===== src/rtl/shift_deser.sv =====
// Serial-to-parallel deserializer: sof-framed bits assemble into a WIDTH-bit word, presented the cycle after the last bit.
// Output is a one-deep valid/ready register; a word completing while that register is held is dropped and flags overrun.
module shift_deser #(
  parameter int WIDTH     = 4,
  parameter bit MSB_FIRST = 1'b1
) (
  input  logic             clk,
  input  logic             rst,
  input  logic             sin,
  input  logic             sin_valid,
  input  logic             sof,
  input  logic             clr_err,
  input  logic             out_ready,
  output logic [WIDTH-1:0] out,
  output logic             out_valid,
  output logic             busy,
  output logic             overrun,
  output logic             sync_err
);

  localparam int CW = $clog2(WIDTH);

  typedef enum logic {IDLE, SHIFT} state_t;

  state_t           state;
  logic [CW-1:0]    cnt;
  logic [WIDTH-1:0] sr;
  logic [WIDTH-1:0] word;
  logic [CW-1:0]    idx;
  logic [CW-1:0]    pos;
  logic             restart;
  logic             take;
  logic             complete;

  // word is the shift register with the current bit merged in; a sof bit starts from an empty word
  always_comb begin
    restart  = sin_valid && sof;
    take     = sin_valid && (sof || (state == SHIFT));
    idx      = restart ? '0 : cnt;
    pos      = MSB_FIRST ? (CW'(WIDTH - 1) - idx) : idx;
    word     = restart ? '0 : sr;
    word[pos] = sin;
    complete = take && (idx == CW'(WIDTH - 1));
  end

  always_ff @(posedge clk or negedge rst) begin
    if (!rst) begin
      state     <= IDLE;
      cnt       <= '0;
      sr        <= '0;
      out       <= '0;
      out_valid <= 1'b0;
      overrun   <= 1'b0;
      sync_err  <= 1'b0;
    end else begin
      sync_err <= restart && (state == SHIFT);

      if (take) begin
        if (complete) begin
          state <= IDLE;
          cnt   <= '0;
          sr    <= '0;
        end else begin
          state <= SHIFT;
          cnt   <= idx + CW'(1);
          sr    <= word;
        end
      end

      // a word completing on the same edge the consumer drains the old one replaces it directly
      if (complete && (!out_valid || out_ready)) begin
        out       <= word;
        out_valid <= 1'b1;
      end else if (out_valid && out_ready) begin
        out_valid <= 1'b0;
      end

      if (complete && out_valid && !out_ready) begin
        overrun <= 1'b1;
      end else if (clr_err) begin
        overrun <= 1'b0;
      end
    end
  end

  assign busy = (state == SHIFT);

endmodule


===== config.mk =====
export PLATFORM = sky130hd
export DESIGN_NAME = shift_deser
export DESIGN_NICKNAME = d
export VERILOG_FILES = /design/src/rtl/shift_deser.sv
export SDC_FILE = /design/constraint.sdc
export NUM_CORES = 1
export LEC_CHECK = 0
export CAP_MARGIN = 15
export CORE_UTILIZATION = 50
export DETAILED_ROUTE_END_ITERATION = 12
export PLACE_DENSITY = 0.86
export SETUP_SLACK_MARGIN = 0.2
export SLEW_MARGIN = 40
export SYNTH_ARGS = -nofsm -noshare
export SYNTH_HDL_FRONTEND = slang
export SYNTH_SLANG_ARGS = --single-unit

===== constraint.sdc =====
create_clock -name clk -period 3.1 [get_ports clk]
set_input_delay 0.93 -clock clk [delete_from_list [all_inputs] [get_ports clk]]
set_output_delay 0.93 -clock clk [all_outputs]
set_load 0.02 [all_outputs]

==> impl_metrics.yaml, run 1 <==
critical_path:
  worstSetupPathType: "in2reg"
  cp.required_ns: 3.26
  cpPeakStageDelay_ns: 0.44
  cp.depth: 7
  worstPathArrival_ns: 2.62
  cp-end-kind: "flop"
  r2r_cells: 5
  path_cells: "clkdlybuf4s50_1 -> nand2_2 -> nand2_1 -> inv_1 -> ha_1 -> o2111a_2 -> mux2_4"
  crit_fanout: 8
  cp-start-kind: "input port"
  cp_top_family: "buffers and inverters"
  cp_slowest_cell: "clkdlybuf4s50_1"
  path_buf_inv: 2
die:
  die-area_um2: 1460
  die_h_um: 38.2
  die_width_um: 38.2
  start_util_pct: 56.8
  core.rowCount: 12
  num_io_pins: 15
  core_area_um2: 1160
cts:
  h-tree-depth: 1
  post_cts_buffers: 0
  clkSinkCount: 13
  cts_buffers: 3
  cts_tree: "built"
  root_buffer: "clkbuf_4"
  ctsResizeCount: 0
  cts_buffer_depth: 2
  insertion_delay_ns: 0.27
  clkSlewWorstSetupHoldPaths_ns: 0.08
  cts_hold_buf: 0
detailed_routing:
  first_iter_violations: 14
  drc: 0
  ant_nets: 0
  via_per_inst: 5.59
  first_pass_iters: 4
  wl_per_cell_um: 13.6
  wirelength_um: 1240
  vias: 509
hold_path:
  hp-class: "reg2reg"
  hold_depth: 2
global_route:
  grt.overflow.total: 0
  grt_use_total_pct: 20.4
  grt_max_degree: 14
  grt-busiest-layer: "met2"
  grt.met3_usage_pct: 5.81
  grtUsageMet1_pct: 24.6
  use_met2_pct: 31.4
  grt_pass1_vias: 470
  antenna_found_initial: 0
  grt_pass1_wl_um: 1950
cells_and_area:
  drive_gt1_share_pct: 14.3
  nFillCells: 77
  fin_nets: 89
  area_growth_pct: 29.5
  diodes: 0
  final_cell_mix: "clkdlybuf4s50_1, dfrtp_1, nand2_1"
  final_common_cell: "clkdlybuf4s50_1"
sta:
  finalMaxSlewViolations: 0
  hold_viol_final: 0
  final.setup_skew_ns: 0.00418
  setup_tns_ns: 0
  setup-violations-final: 0
  timing.final.crit_share_pct: 79.2
  max_slew.worst_pin.slew_ns: 0.584
  maxSlewHeadroom_pct: 60.9
  rsz0062_at_grt: "no"
  max_freq_ghz: 0.407
  fin_hold_ws_ns: 0.487
  fin_crit_ns: 2.46
power_and_ir_drop:
  p_leak_nw: 0.382
  ir_drop_v: 0.000372
  powerDensity_nw_per_um2: 859
yosys:
  synth_cells: 58
  ys.warnings.count: 0
  syn_avg_cell_area_um2: 11.3
  ys_ff_latch: 13
  syn-num-nets: 69
  synth.distinct_cells: 20
  syn-cell-area_um2: 657
  ys_seq_area_share_pct: 49.5
place:
  hpwlAfterDp_um: 909
  place.port_buffers: 14
  place_congestion: 0.804
run:
  cap_violations: 0
status:
  status: "finished clean"
-- final timing paths --
check                      startpoint  endpoint  slack, ns
max                         sin_valid    out[2]       0.64
min                            cnt[1]    cnt[1]       0.49
max reg2reg                    cnt[0]    out[2]       1.50
min reg2reg                    cnt[1]    cnt[1]       0.49
max in group asynchronous         rst    out[2]       1.69
min in group asynchronous         rst  sync_err       1.02
-- synth_stat cells --
cell / count / share of area (%)
a21oi_1: 2 / 1.5
a22o_1: 3 / 4.0
a32oi_1: 3 / 4.0
and2_1: 1 / 0.95
and3_1: 1 / 0.95
buf_2: 1 / 0.76
dfrtp_1: 13 / 50
ha_1: 4 / 7.6
inv_1: 3 / 1.7
mux2_4: 4 / 9.1
nand2_1: 7 / 4.0
nand2_2: 1 / 0.95
nand2b_1: 1 / 0.95
nand3_1: 1 / 0.76
nor2b_1: 3 / 2.9
o2111a_2: 1 / 1.9
o21a_1: 2 / 2.3
o21ai_1: 5 / 3.8
o22a_1: 1 / 1.3
o22ai_1: 1 / 0.95
-- cell type report --
cell class | instances | area (um2) | share of cell area, %
Tap cell | 14 | 17.5 | 2.06
Inverter | 3 | 11.3 | 1.32
Clock buffer | 4 | 26.3 | 3.09
Timing Repair Buffer | 16 | 155 | 18.2
Multi-Input combinational cell | 41 | 315 | 37.1
Sequential cell | 13 | 325 | 38.2
-- worst register-to-register path, delay by kind of cell, from the launching register on --
kind | cells | cell delay (ns)
adders and majority gates | 1 | 0.25
and+or+nand+nor | 1 | 0.11
AOI/OAI and AO/OA | 1 | 0.32
muxes | 1 | 0.31
buffers and inverters | 1 | 0.09
DFF | 1 | 0.40
-- cells by family (layout without fill, tap and decap cells) --
family | Yosys count | count (layout) | synth area share [%]
flops | 13 | 13 | 49.5
mux | 4 | 4 | 9.14
fa+ha+maj | 4 | 4 | 7.62
compound gates | 18 | 18 | 19.8
simple gates | 15 | 15 | 11.4
buf+inv | 4 | 23 | 2.48
-- stage by stage --
stage	util [%]	worst slack (ns)	area (um2)	power, mW	instances
finish	73.6	0.644	851	0.731	91
global route	73.6	0.538	851	0.778	91
CTS	73.6	0.655	851	0.733	91
detailed placement	71.3	0.376	825	0.628	87
global placement	71.3	0.406	825	0.621	87
floorplan	-	0.796	657	0.502	58
-- sequential cells by signal (all words and copies together) (netlist names) --
name       cells
sync_err       1
out            4
cnt            2
overrun        1
sr             3
out_valid      1
busy           1
-- report_power, final --
group          total (mW)  switching, mW  internal [mW]  leakage [nW]
logic               0.347          0.163          0.183         0.207
clock network       0.103         0.0536         0.0499        0.0150
registers           0.281         0.0445          0.237         0.160
total               0.731          0.262          0.470         0.382
-- metal layers --
layer | share of wire [%] | routed length, um
met4 | 2.2 | 27
met2 | 45 | 564
met1 | 47 | 582
met5 | 0 | 0
met3 | 5.2 | 65
Note: power is estimated with default switching activity, not from simulation.
==> run 2, diff against run 1 <==
CORE_UTILIZATION = 42   (was 50)
PLACE_DENSITY = 0.77   (was 0.86)
clock period = 2 ns   (was 3.1 ns; I/O delays follow)
==> run 2 against run 1 <==
Clock skew is 0.0022 ns lower. Die area rose by 18%. Final cell count grew 7.7%. Non-clock buffer count rose by 6. Global-route usage fell by 1.0 points. Worst hold slack improved by 0.0066 ns.
==> impl_metrics.yaml, run 2 (synthesis gave the netlist of run 1 again) <==
sta:
  finalMaxSlewViolations: 0
  setup_tns_ns: 0
  fin_crit_ns: 1.69
  rsz0062_at_grt: "no"
  max_freq_ghz: 0.592
  final.setup_skew_ns: 0.00194
  timing.final.crit_share_pct: 84.5
  maxSlewHeadroom_pct: 75.6
  max_slew.worst_pin.slew_ns: 0.364
  setup-violations-final: 0
  layout_setup_ws_ns: 0.310
  hold_viol_final: 0
cts:
  post_cts_buffers: 0
  cts_tree: "built"
  h-tree-depth: 1
  root_buffer: "clkbuf_4"
  insertion_delay_ns: 0.27
  clkSinkCount: 13
  clkSlewWorstSetupHoldPaths_ns: 0.07
  cts_buffers: 3
  cts_buffer_depth: 2
global_route:
  grt_max_degree: 9
  antenna_found_initial: 0
  grt_use_total_pct: 19.4
  grt.overflow.total: 0
  grt_pass1_wl_um: 2540
  grt_pass1_vias: 572
critical_path:
  cp_slowest_cell: "dlygate4sd2_1"
  path_cells: "dlygate4sd2_1 -> nand2_4 -> and2_4 -> inv_1 -> ha_2 -> nor2b_1 -> a22o_1 -> mux2_4"
  reg2reg_slack_ns: 0.57
  cp_top_family: "buffers and inverters"
  r2r_cells: 6
  path_buf_inv: 2
  worstSetupPathType: "in2reg"
  cp-end-kind: "flop"
  rr_startpoint: "cnt[1]"
  cp.required_ns: 2.16
  rr_endpoint: "out[3]"
  worstPathArrival_ns: 1.85
  crit_fanout: 3
  cp-start-kind: "input port"
  cpPeakStageDelay_ns: 0.26
detailed_routing:
  via_per_inst: 5.68
  drc: 0
  first_iter_violations: 2
  wirelength_um: 1340
  wl_per_cell_um: 13.7
  first_pass_iters: 4
  ant_nets: 0
  vias: 557
cells_and_area:
  fin_nets: 95
  largest_register_ffs: 4
  utilization_pct: 66.0
  diodes: 0
  area_growth_pct: 38.9
  final_cell_mix: "dfrtp_1, dlygate4sd2_1, buf_4"
  reg_top3: "out: 4 flops, sr: 3 flops, cnt: 2 flops"
  top_register: "out"
  final_common_cell: "dfrtp_1"
  postLayoutCellArea_um2: 912
  drive_gt1_share_pct: 27.7
place:
  dp_slack_ns: -0.249
  place.port_buffers: 14
  place_congestion: 0.765
  placed_cell_area_um2: 898
  hpwlAfterDp_um: 1070
die:
  die_h_um: 41.5
  core_area_um2: 1380
  num_io_pins: 15
  die-area_um2: 1730
  start_util_pct: 47.5
  core.rowCount: 13
  die_width_um: 41.5
power_and_ir_drop:
  p_total_mw: 1.16
  powerDensity_nw_per_um2: 1270
  p_leak_nw: 0.438
  ir_drop_v: 0.000571
hold_path:
  hold_depth: 2
  hp-class: "reg2reg"
  min_to: "sr[2]"
  worstHoldStart: "sr[2]"
run:
  cap_violations: 0
status:
  status: "finished clean"
-- run 2: report_power, final --
group | leakage [nW] | internal, mW | switching [mW]
Sequential | 0.160 | 0.367 | 0.0549
Clock | 0.0150 | 0.0772 | 0.0823
Combinational | 0.263 | 0.289 | 0.288
-- run 2: metal layers --
layer,vias to the layer above,share of wire (%),GRT usage [%],routed length (um)
li1,263,-,-,-
met1,270,46,25.1,611
met2,20,46,29.1,616
met3,4,6.0,5.22,81
met4,0,2.2,11.0,29
met5,-,0,0,0
-- run 2: worst reg2reg max path: stages, from the launching register on --
cell and delay, ns:
dfrtp_1 0.38, and2_4 0.18, inv_1 0.08, ha_2 0.19, nor2b_1 0.06, a22o_1 0.19
mux2_4 0.25
-- run 2: worst max-delay path by stage --
stage              start      to  slack, ns  depth (start not counted)
5_1_grt        sin_valid   sr[3]       0.22                          9
3_3_place_gp   sin_valid  out[2]      -0.22                          8
6_report             sof  out[3]       0.31                          8
3_5_place_dp         sof  out[3]      -0.25                          8
4_1_cts        sin_valid  out[3]       0.31                          8
2_1_floorplan  sin_valid  out[0]       0.20                          6
-- run 2: area by class of cell --
cell class	instances	area, um2
fillers	106	470
multi-input cells	41	343
repair buffers	22	188
clock buffers	4	26.3
well taps	15	18.8
inverters	3	11.3
flip-flops and latches	13	325
-- run 2: metrics by stage --
| stage | std cells | hold WS, ns |
|---|---|---|
| 5_1_grt | 98 | 0.523 |
| 4_1_cts | 98 | 0.498 |
| 6_report | 98 | 0.494 |
| 3_5_place_dp | 94 | 0.479 |
| 2_1_floorplan | 58 | 0.304 |
| 3_3_place_gp | 94 | 0.466 |
-- run 2: what timing repair did --
action / CTS / global route
resized for setup: 10 / 0
endpoints found under the setup margin: 13 / 0
hold buffers: 0 / 0
==> run 3, diff against run 2 <==
clock period = 1.45 ns   (was 2 ns; I/O delays follow)
==> run 3 against run 2 <==
Total power rose by 69%. Sequential share of layout area fell by 5.4 points. Flip-flop and latch count did not move. Routed wire length rose by 9.6%. Worst setup slack got worse by 0.24 ns. Register-to-register slack got worse by 0.50 ns. Via count rose by 0.36%. Clock-buffer cell count did not move. First-iteration DRC count rose to 8.0 times the previous value. Worst hold slack got worse by 0.047 ns. Non-clock buffer count rose by 11. Largest power group unchanged.
==> impl_metrics.yaml, run 3 (synthesis gave the netlist of run 1 again) <==
status:
  status: "finished clean"
global_route:
  use_met2_pct: 32.2
  grt.overflow.total: 0
  grt_max_degree: 14
  grtUsageMet1_pct: 21.0
  grt-busiest-layer: "met2"
  grt_use_total_pct: 18.9
  grt.met3_usage_pct: 4.78
  grt_pass1_wl_um: 2370
  grt_pass1_vias: 535
  antenna_found_initial: 0
cts:
  cts_hold_buf: 0
  cts_tree: "built"
  root_buffer: "clkbuf_4"
  clkSlewWorstSetupHoldPaths_ns: 0.08
  clkSinkCount: 13
  cts_buffers: 3
  insertion_delay_ns: 0.28
  h-tree-depth: 1
  cts_buffer_depth: 2
hold_path:
  hp-class: "in2async"
die:
  num_io_pins: 15
  core_area_um2: 1380
  die_width_um: 41.5
  die-area_um2: 1730
  core.rowCount: 13
  die_h_um: 41.5
  start_util_pct: 47.5
critical_path:
  cpPeakStageDelay_ns: 0.25
  cp-start-kind: "input port"
  crit_fanout: 3
  crit_end: "out[1]"
  worstPathArrival_ns: 1.55
  path_cells: "buf_4 -> nand2_8 -> and2_4 -> ha_1 -> nor2b_1 -> a22o_1 -> mux2_4"
  path_buf_inv: 1
  cp-end-kind: "flop"
  reg2reg_slack_ns: 0.07
  cp_top_family: "simple AND/OR/NAND/NOR gates"
  cp-startpoint: "sin_valid"
  cp.depth: 7
  cp.required_ns: 1.62
  rr_startpoint: "cnt[1]"
  cp_slowest_cell: "mux2_4"
  rr_endpoint: "out[2]"
  worstSetupPathType: "in2reg"
  r2r_cells: 6
sta:
  setup_tns_ns: 0
  rsz0062_at_grt: "yes"
  layout_setup_ws_ns: 0.0674
  timing.final.crit_share_pct: 95.4
  setup-violations-final: 0
  fin_crit_ns: 1.38
  max_slew.worst_pin.slew_ns: 0.270
  maxSlewHeadroom_pct: 81.9
  max_freq_ghz: 0.723
  finalMaxSlewViolations: 0
  final.setup_skew_ns: 0.00376
  hold_viol_final: 0
  fin_hold_ws_ns: 0.447
cells_and_area:
  final_cells: 109
  fin_nets: 106
  drive_gt1_share_pct: 53.2
  top_register: "out"
  final_common_cell: "buf_4"
  largest_register_ffs: 4
  area_growth_pct: 63.6
  diodes: 0
  postLayoutCellArea_um2: 1070
  utilization_pct: 77.7
  final_cell_mix: "buf_4, dfrtp_1, buf_6"
  reg_top3: "out: 4 flops, sr: 3 flops, cnt: 2 flops"
detailed_routing:
  first_iter_violations: 16
  via_per_inst: 5.13
  wl_per_cell_um: 13.5
  ant_nets: 0
  first_pass_iters: 4
  wirelength_um: 1470
  drc: 0
  vias: 559
place:
  dp_slack_ns: -0.717
  dp.cells: 94
  hpwlAfterDp_um: 953
  placed_cell_area_um2: 907
  place.port_buffers: 14
  place_congestion: 0.776
power_and_ir_drop:
  p_total_mw: 1.96
  powerDensity_nw_per_um2: 1820
  p_leak_nw: 0.504
  ir_drop_v: 0.000996
run:
  cap_violations: 0
==> run 3: changes by cell type in the layout (fill, tap and decap cells not counted), moves of 2 or more <==
cell / delta
buf_4: +13
dlygate4sd2_1: -9
buf_6: +8
ha_2: -2
ha_4: +2
nor2b_1: -2
==> run 3: report_power, final <==
group | switching [mW] | total (mW) | internal (mW)
sequential | 0.0904 | 0.597 | 0.506
clock | 0.125 | 0.231 | 0.107
combinational | 0.481 | 1.13 | 0.651
==> run 3: cell type report <==
class	instances	area, um2
timing repair buffer	33	287
multi-input combinational	41	404
tap	15	18.8
fill	90	308
sequential	13	325
clock buffer	4	26.3
inverter	3	13.8
==> run 3: repair_timing <==
| action | in CTS | in global routing |
|---|---|---|
| endpoints found under the hold margin | 0 | 0 |
| setup buffers | 7 | 4 |
| gates resized for setup | 60 | 10 |
| pin swaps | 4 | 3 |
| endpoints found under the setup margin | 20 | 15 |
==> run 3: worst register-to-register path: stages, from the launching register on <==
cell and delay, ns:
dfrtp_1 0.38, and2_4 0.16, inv_4 0.07, ha_4 0.15, nor2b_2 0.05, a22o_1 0.20, mux2_4 0.25
==> run 3: metal layers <==
| layer | vias to the layer above | share of wire, % | wire (um) |
|---|---|---|---|
| li1 | 284 | - | - |
| met1 | 251 | 41 | 597 |
| met2 | 19 | 51 | 750 |
| met3 | 5 | 6.0 | 88 |
| met4 | 0 | 2.1 | 31 |
| met5 | - | 0 | 0 |
==> run 3: how the worst min path moves through the flow <==
stage | start | endpoint | slack (ns) | depth (start not counted)
2_1_floorplan | rst | busy | 0.14 | 0
3_3_place_gp | sr[2] | sr[2] | 0.47 | 2
3_5_place_dp | sr[2] | sr[2] | 0.48 | 2
4_1_cts | rst | out_valid | 0.46 | 2
5_1_grt | rst | sync_err | 0.48 | 2
6_report | rst | overrun | 0.45 | 2
==> variant 1 (settings of run 1) <==
Put one more register stage on the output `overrun`, cleared by the reset. The value now appears one clock later. The other outputs are not delayed to match.
--- a/src/rtl/shift_deser.sv
+++ b/src/rtl/shift_deser.sv
@@ -23,2 +23,4 @@
   typedef enum logic {IDLE, SHIFT} state_t;
+
+  logic overrun_s0;
 
@@ -52,3 +54,3 @@
       out_valid <= 1'b0;
-      overrun   <= 1'b0;
+      overrun_s0 <= 1'b0;
       sync_err  <= 1'b0;
@@ -78,5 +80,5 @@
       if (complete && out_valid && !out_ready) begin
-        overrun <= 1'b1;
+        overrun_s0 <= 1'b1;
       end else if (clr_err) begin
-        overrun <= 1'b0;
+        overrun_s0 <= 1'b0;
       end
@@ -87,2 +89,10 @@
 
+  always_ff @(posedge clk or negedge rst) begin
+    if (!rst) begin
+      overrun <= '0;
+    end else begin
+      overrun <= overrun_s0;
+    end
+  end
+
 endmodule
Behaviour: not the same (Yosys sat finds a counterexample within 10 cycles, from zero or initial values and one cycle with rst low).
==> variant 1 against run 1 <==
  * Final area is 0.74% higher
  * Sequential cell count grew 1
  * Area after synthesis rose by 1.5%
  * Routed wire length up 3.1%
  * Total power down 0.73%
  * Worst setup slack lost 0.027 ns
  * First-iteration DRC count down 64%
  * Die area is 1.4% higher
  * Combinational power shrank 5%
  * Largest power group unchanged
==> variant 1: results (changes against run 1) <==
Route:
- The average wire length per cell after detail routing is 14.1 um (+3.1%).
- The via density per instance is 5.66 (+1.2%).
- The total length of routed met3 wires is 62 um (-4.6%).
- The length of routed wiring on met1 was 546 um (-6.2%).
- The initial detailed-routing violation count is 5 (-9).
- The length of the first detailed-routing pass in iterations is 4 (unchanged).
- The uppermost layer routed is met4.
- The wire length on met2 is 644 um (+14%).

Clocking:
- The post-cts sizing count came to 0 (unchanged).
- The clock-pin slew of the registers on the worst-case setup and hold paths is 0.08 ns (about the same).

Synthesis:
- The post-synthesis share of cell area spent on full adders, half adders and majority gates came to 7.50% (-0.11 points).
- The number of warning messages in the yosys log is 0 (unchanged).
- The share of async-settable or async-resettable flops after synthesis came to 100% (unchanged).
- The sequential-to-total area share from yosys stat was 52.5% (+3.0 points).
- The synthesized net count is 70 (+1.4%).
- Sorting the synthesized cells by area gives the leading types as sky130_fd_sc_hd__dfrtp_1, sky130_fd_sc_hd__ha_1, sky130_fd_sc_hd__mux2_2, sky130_fd_sc_hd__nand2_1, sky130_fd_sc_hd__a22o_1.
- After synthesis, the most frequently instantiated cells are sky130_fd_sc_hd__dfrtp_1, sky130_fd_sc_hd__nand2_1, sky130_fd_sc_hd__ha_1, sky130_fd_sc_hd__o21ai_1.
- The mean post-synth cell area was 11.3 um2 (-0.20%).
- The mux cell area share after synthesis came to 6.75% (-2.4 points).
- The count of cell types in the netlist is 22 (+10%).
- The complex-gate fraction of the synthesized area is 19.5% (-0.30 points).

Worst setup path:
- The number of cells traversed by the worst register-to-register path is 5 (unchanged).
- Tracing the worst setup path back leads to its startpoint at sof.
- The data arrival time of the worst path is 2.66 ns (+0.04 ns).
- The internal reg-to-reg setup slack was 1.46 ns (-0.04 ns).

Final layout:
- The final net count is 90 (+1.1%).
- The count of fill cells added during filler insertion is 89 (+16%).
- The filler-free cell count of the finished design is 91 (unchanged).
- The layout cell share with drive strength beyond 1 is 13.0% (-1.3 points).

Global routing:
- The via count of the first global-routing pass came to 455 (-3.2%).
- The pin count of the biggest net entering global routing was 15 (+1).
- The global-route wire length before repair is 1900 um (-2.5%).
- The total routing resource utilization after global routing is 19.7% (-0.67 points).

STA:
- The worst clock skew is 0.00133 ns (-0.00286 ns).
- The minimum clock period was 2.48 ns (+0.0267 ns).
- The headroom to the max-slew limit is 61.0% (+0.11 points).

Power and ir drop:
- The power spent charging and discharging nets was 0.266 mW (+1.5%).
- The maximum vdd ir drop was 0.415 mV (+11%).
- The leakage power is 0.385 nW (+0.63%).

Worst hold path:
- In this run the most critical hold path is launched from overrun_s0.
- The worst hold path cell count is 0 (-2).

Run status:
- The run finished with clean final reports.

Place:
- The global placer's final weighted congestion is 0.870 (+8.2%).
- The number of instances in the placed design is 88 (+1.1%).
- The half-perimeter wire length after detailed placement was 984 um (+8.2%).
- The post-place instance area was 835 um2 (+1.2%).
- The pre-CTS setup slack was 0.324 ns (-0.0518 ns).
-- variant 1: kinds of logic (layout without fill, tap and decap cells) --
group           Yosys count  in the layout
flops                    14             14
simple gates             15             15
compound gates           18             18
buf+inv                   4             22
mux                       4              4
fa+ha+maj                 4              4
-- variant 1: final cells by class --
class | instances | share of cell area (%)
clock buffers | 3 | 2.63
inverters | 3 | 1.31
multi-input cells | 41 | 35.0
flip-flops and latches | 14 | 40.9
well taps | 14 | 2.04
repair buffers | 16 | 18.1
-- variant 1: path summary, 6_finish.rpt --
path | end
max | out[1]
min | overrun
max reg2reg | out[1]
min reg2reg | overrun
max in group asynchronous | sr[3]
min in group asynchronous | overrun_s0
-- variant 1: worst max-delay path, cell delays in order --
cell                              delay [ns]
sky130_fd_sc_hd__clkdlybuf4s50_1        0.43
sky130_fd_sc_hd__nand2_2                0.16
sky130_fd_sc_hd__nand2_1                0.12
sky130_fd_sc_hd__inv_1                  0.10
sky130_fd_sc_hd__ha_1                   0.28
sky130_fd_sc_hd__o2111a_2               0.29
sky130_fd_sc_hd__mux2_2                 0.35
-- variant 1: layer usage --
metal  global-route usage (%)  vias up
met1                     24.7      242
met5                        0        -
met3                     3.49        3
met2                     33.3       19
met4                     7.76        0
li1                         -      251
-- variant 1: per-stage QoR --
stage | util, % | hold WS (ns)
6_report | 73.2 | 0.386
5_1_grt | 73.2 | 0.406
4_1_cts | 73.2 | 0.389
3_5_place_dp | 71.3 | 0.371
3_3_place_gp | 71.3 | 0.364
2_1_floorplan | - | 0.354
-- variant 1: power groups by stage --
stage | logic, mW | registers (mW) | clock network, mW
floorplan | 0.159 | 0.334 | 0
global placement | 0.317 | 0.293 | 0
detailed placement | 0.328 | 0.298 | 0
CTS | 0.330 | 0.295 | 0.102
global route | 0.353 | 0.302 | 0.109
finish | 0.328 | 0.294 | 0.103
==> variant 2 (config.mk and constraints of run 1) <==
Made on the original files. `MSB_FIRST`: 1'b1 -> 1'b0.
--- a/src/rtl/shift_deser.sv
+++ b/src/rtl/shift_deser.sv
@@ -4,3 +4,3 @@
   parameter int WIDTH     = 4,
-  parameter bit MSB_FIRST = 1'b1
+  parameter bit MSB_FIRST = 1'b0
 ) (
Formal check against the unedited RTL: not equivalent (Yosys sat finds a counterexample within 10 cycles, from zero or initial values and one cycle with rst low).
==> variant 2 against run 1 <==
  * Sequential power is 2% higher
  * Sequential share of layout area fell by 0.55 points
  * Synthesized cell count up 3.4%
  * Routed wire length is 12% higher
  * First-iteration DRC count stayed put
  * Largest power group unchanged
  * Global-route usage rose by 2.9 points
  * Final area rose by 1.5%
  * Sequential cell count unchanged
  * Count of clock-buffer cells in the layout unchanged
  * Total power is 0.24% higher
  * Worst setup slack improved by 0.056 ns
  * Area after synthesis increased by 4.0%
  * Critical path type unchanged
  * Maximum frequency rose by 2.3%
==> variant 2: results (changes against run 1) <==
Worst setup path:
- The internal reg-to-reg setup slack is 1.45 ns (-0.05 ns).
- The biggest fanout along the worst timing path was 6 (-2).
- The data arrival time of the worst path is 2.56 ns (-0.06 ns).

STA:
- The headroom to the max-slew limit is 61.9% (+0.95 points).
- The worst clock skew was 0.00107 ns (-0.00311 ns).

Power and ir drop:
- The share of total power in combinational logic is 46.7% (-0.7 points).
- The maximum vdd ir drop came to 0.570 mV (+53%).
- The total power density per cell area is 849 nW/um2 (-1.2%).
- The design internal power is 0.469 mW (-0.23%).
- The part of the power in registers came to 39.1% (+0.7 points).

Global routing:
- The via count of the first global-routing pass came to 484 (+3.0%).
- The total routing resource utilization after global routing is 23.3% (+2.9 points).
- The global-route wire length before repair came to 2250 um (+15%).
- The met3 capacity usage during global routing is 8.67% (+2.9 points).
- The met1 track demand over resource came to 26.7% (+2.0 points).

Route:
- The total detailed-routing wirelength came to 1390 um (+12%).
- The length of routed wiring on met1 is 597 um (+2.6%).

Run status:
- The run finished with clean final reports.

Synthesis:
- Yosys attributes the largest share of cell area to sky130_fd_sc_hd__dfrtp_1, sky130_fd_sc_hd__mux2_4, sky130_fd_sc_hd__ha_1, sky130_fd_sc_hd__a22o_1, sky130_fd_sc_hd__nand2_1.
- The synthesized net count came to 71 (+2.9%).
- Ranked by instance count, the synthesized netlist is headed by sky130_fd_sc_hd__dfrtp_1, sky130_fd_sc_hd__nand2_1.
- The complex-gate fraction of the synthesized area is 20.3% (+0.52 points).
- The mux cell area share after synthesis was 8.79% (-0.35 points).

Place:
- The half-perimeter wire length after detailed placement was 1020 um (+12%).
- The global placer's final weighted congestion is 0.913 (+14%).

Final layout:
- The layout cell share with drive strength beyond 1 is 14.1% (-0.18 points).
[variant 2: layout make-up]
cell class                 count  area [um2]  area share [%]
sequential                    13         325            37.7
multi-input combinational     41         324            37.5
timing repair buffer          16         155            18.0
clock buffer                   4        26.3            3.04
tap                           14        17.5            2.03
inverter                       4        15.0            1.74
[variant 2: path summary, 6_finish.rpt]
path	startpoint	end	depth (start not counted)
max in group asynchronous	rst	out[2]	1
min in group asynchronous	rst	cnt[0]	1
worst max-delay path	sof	out[2]	7
worst min register to register	cnt[1]	cnt[1]	2
worst max register to register	cnt[0]	out[2]	5
worst min-delay path	cnt[1]	cnt[1]	2
[variant 2: kinds of logic after synthesis]
logic type	count (synthesis)
AO/OA/AOI/OAI	18
adder cells (fa/ha/maj)	4
buffers and inverters	6
flip-flops	13
multiplexers	4
AND/OR/NAND/NOR	15
[variant 2: stage by stage]
step	setup WS [ns]	cells
after CTS	0.711	92
after global placement	0.511	88
after global routing	0.601	92
final	0.700	92
after detailed placement	0.415	88
after floorplan	0.868	60
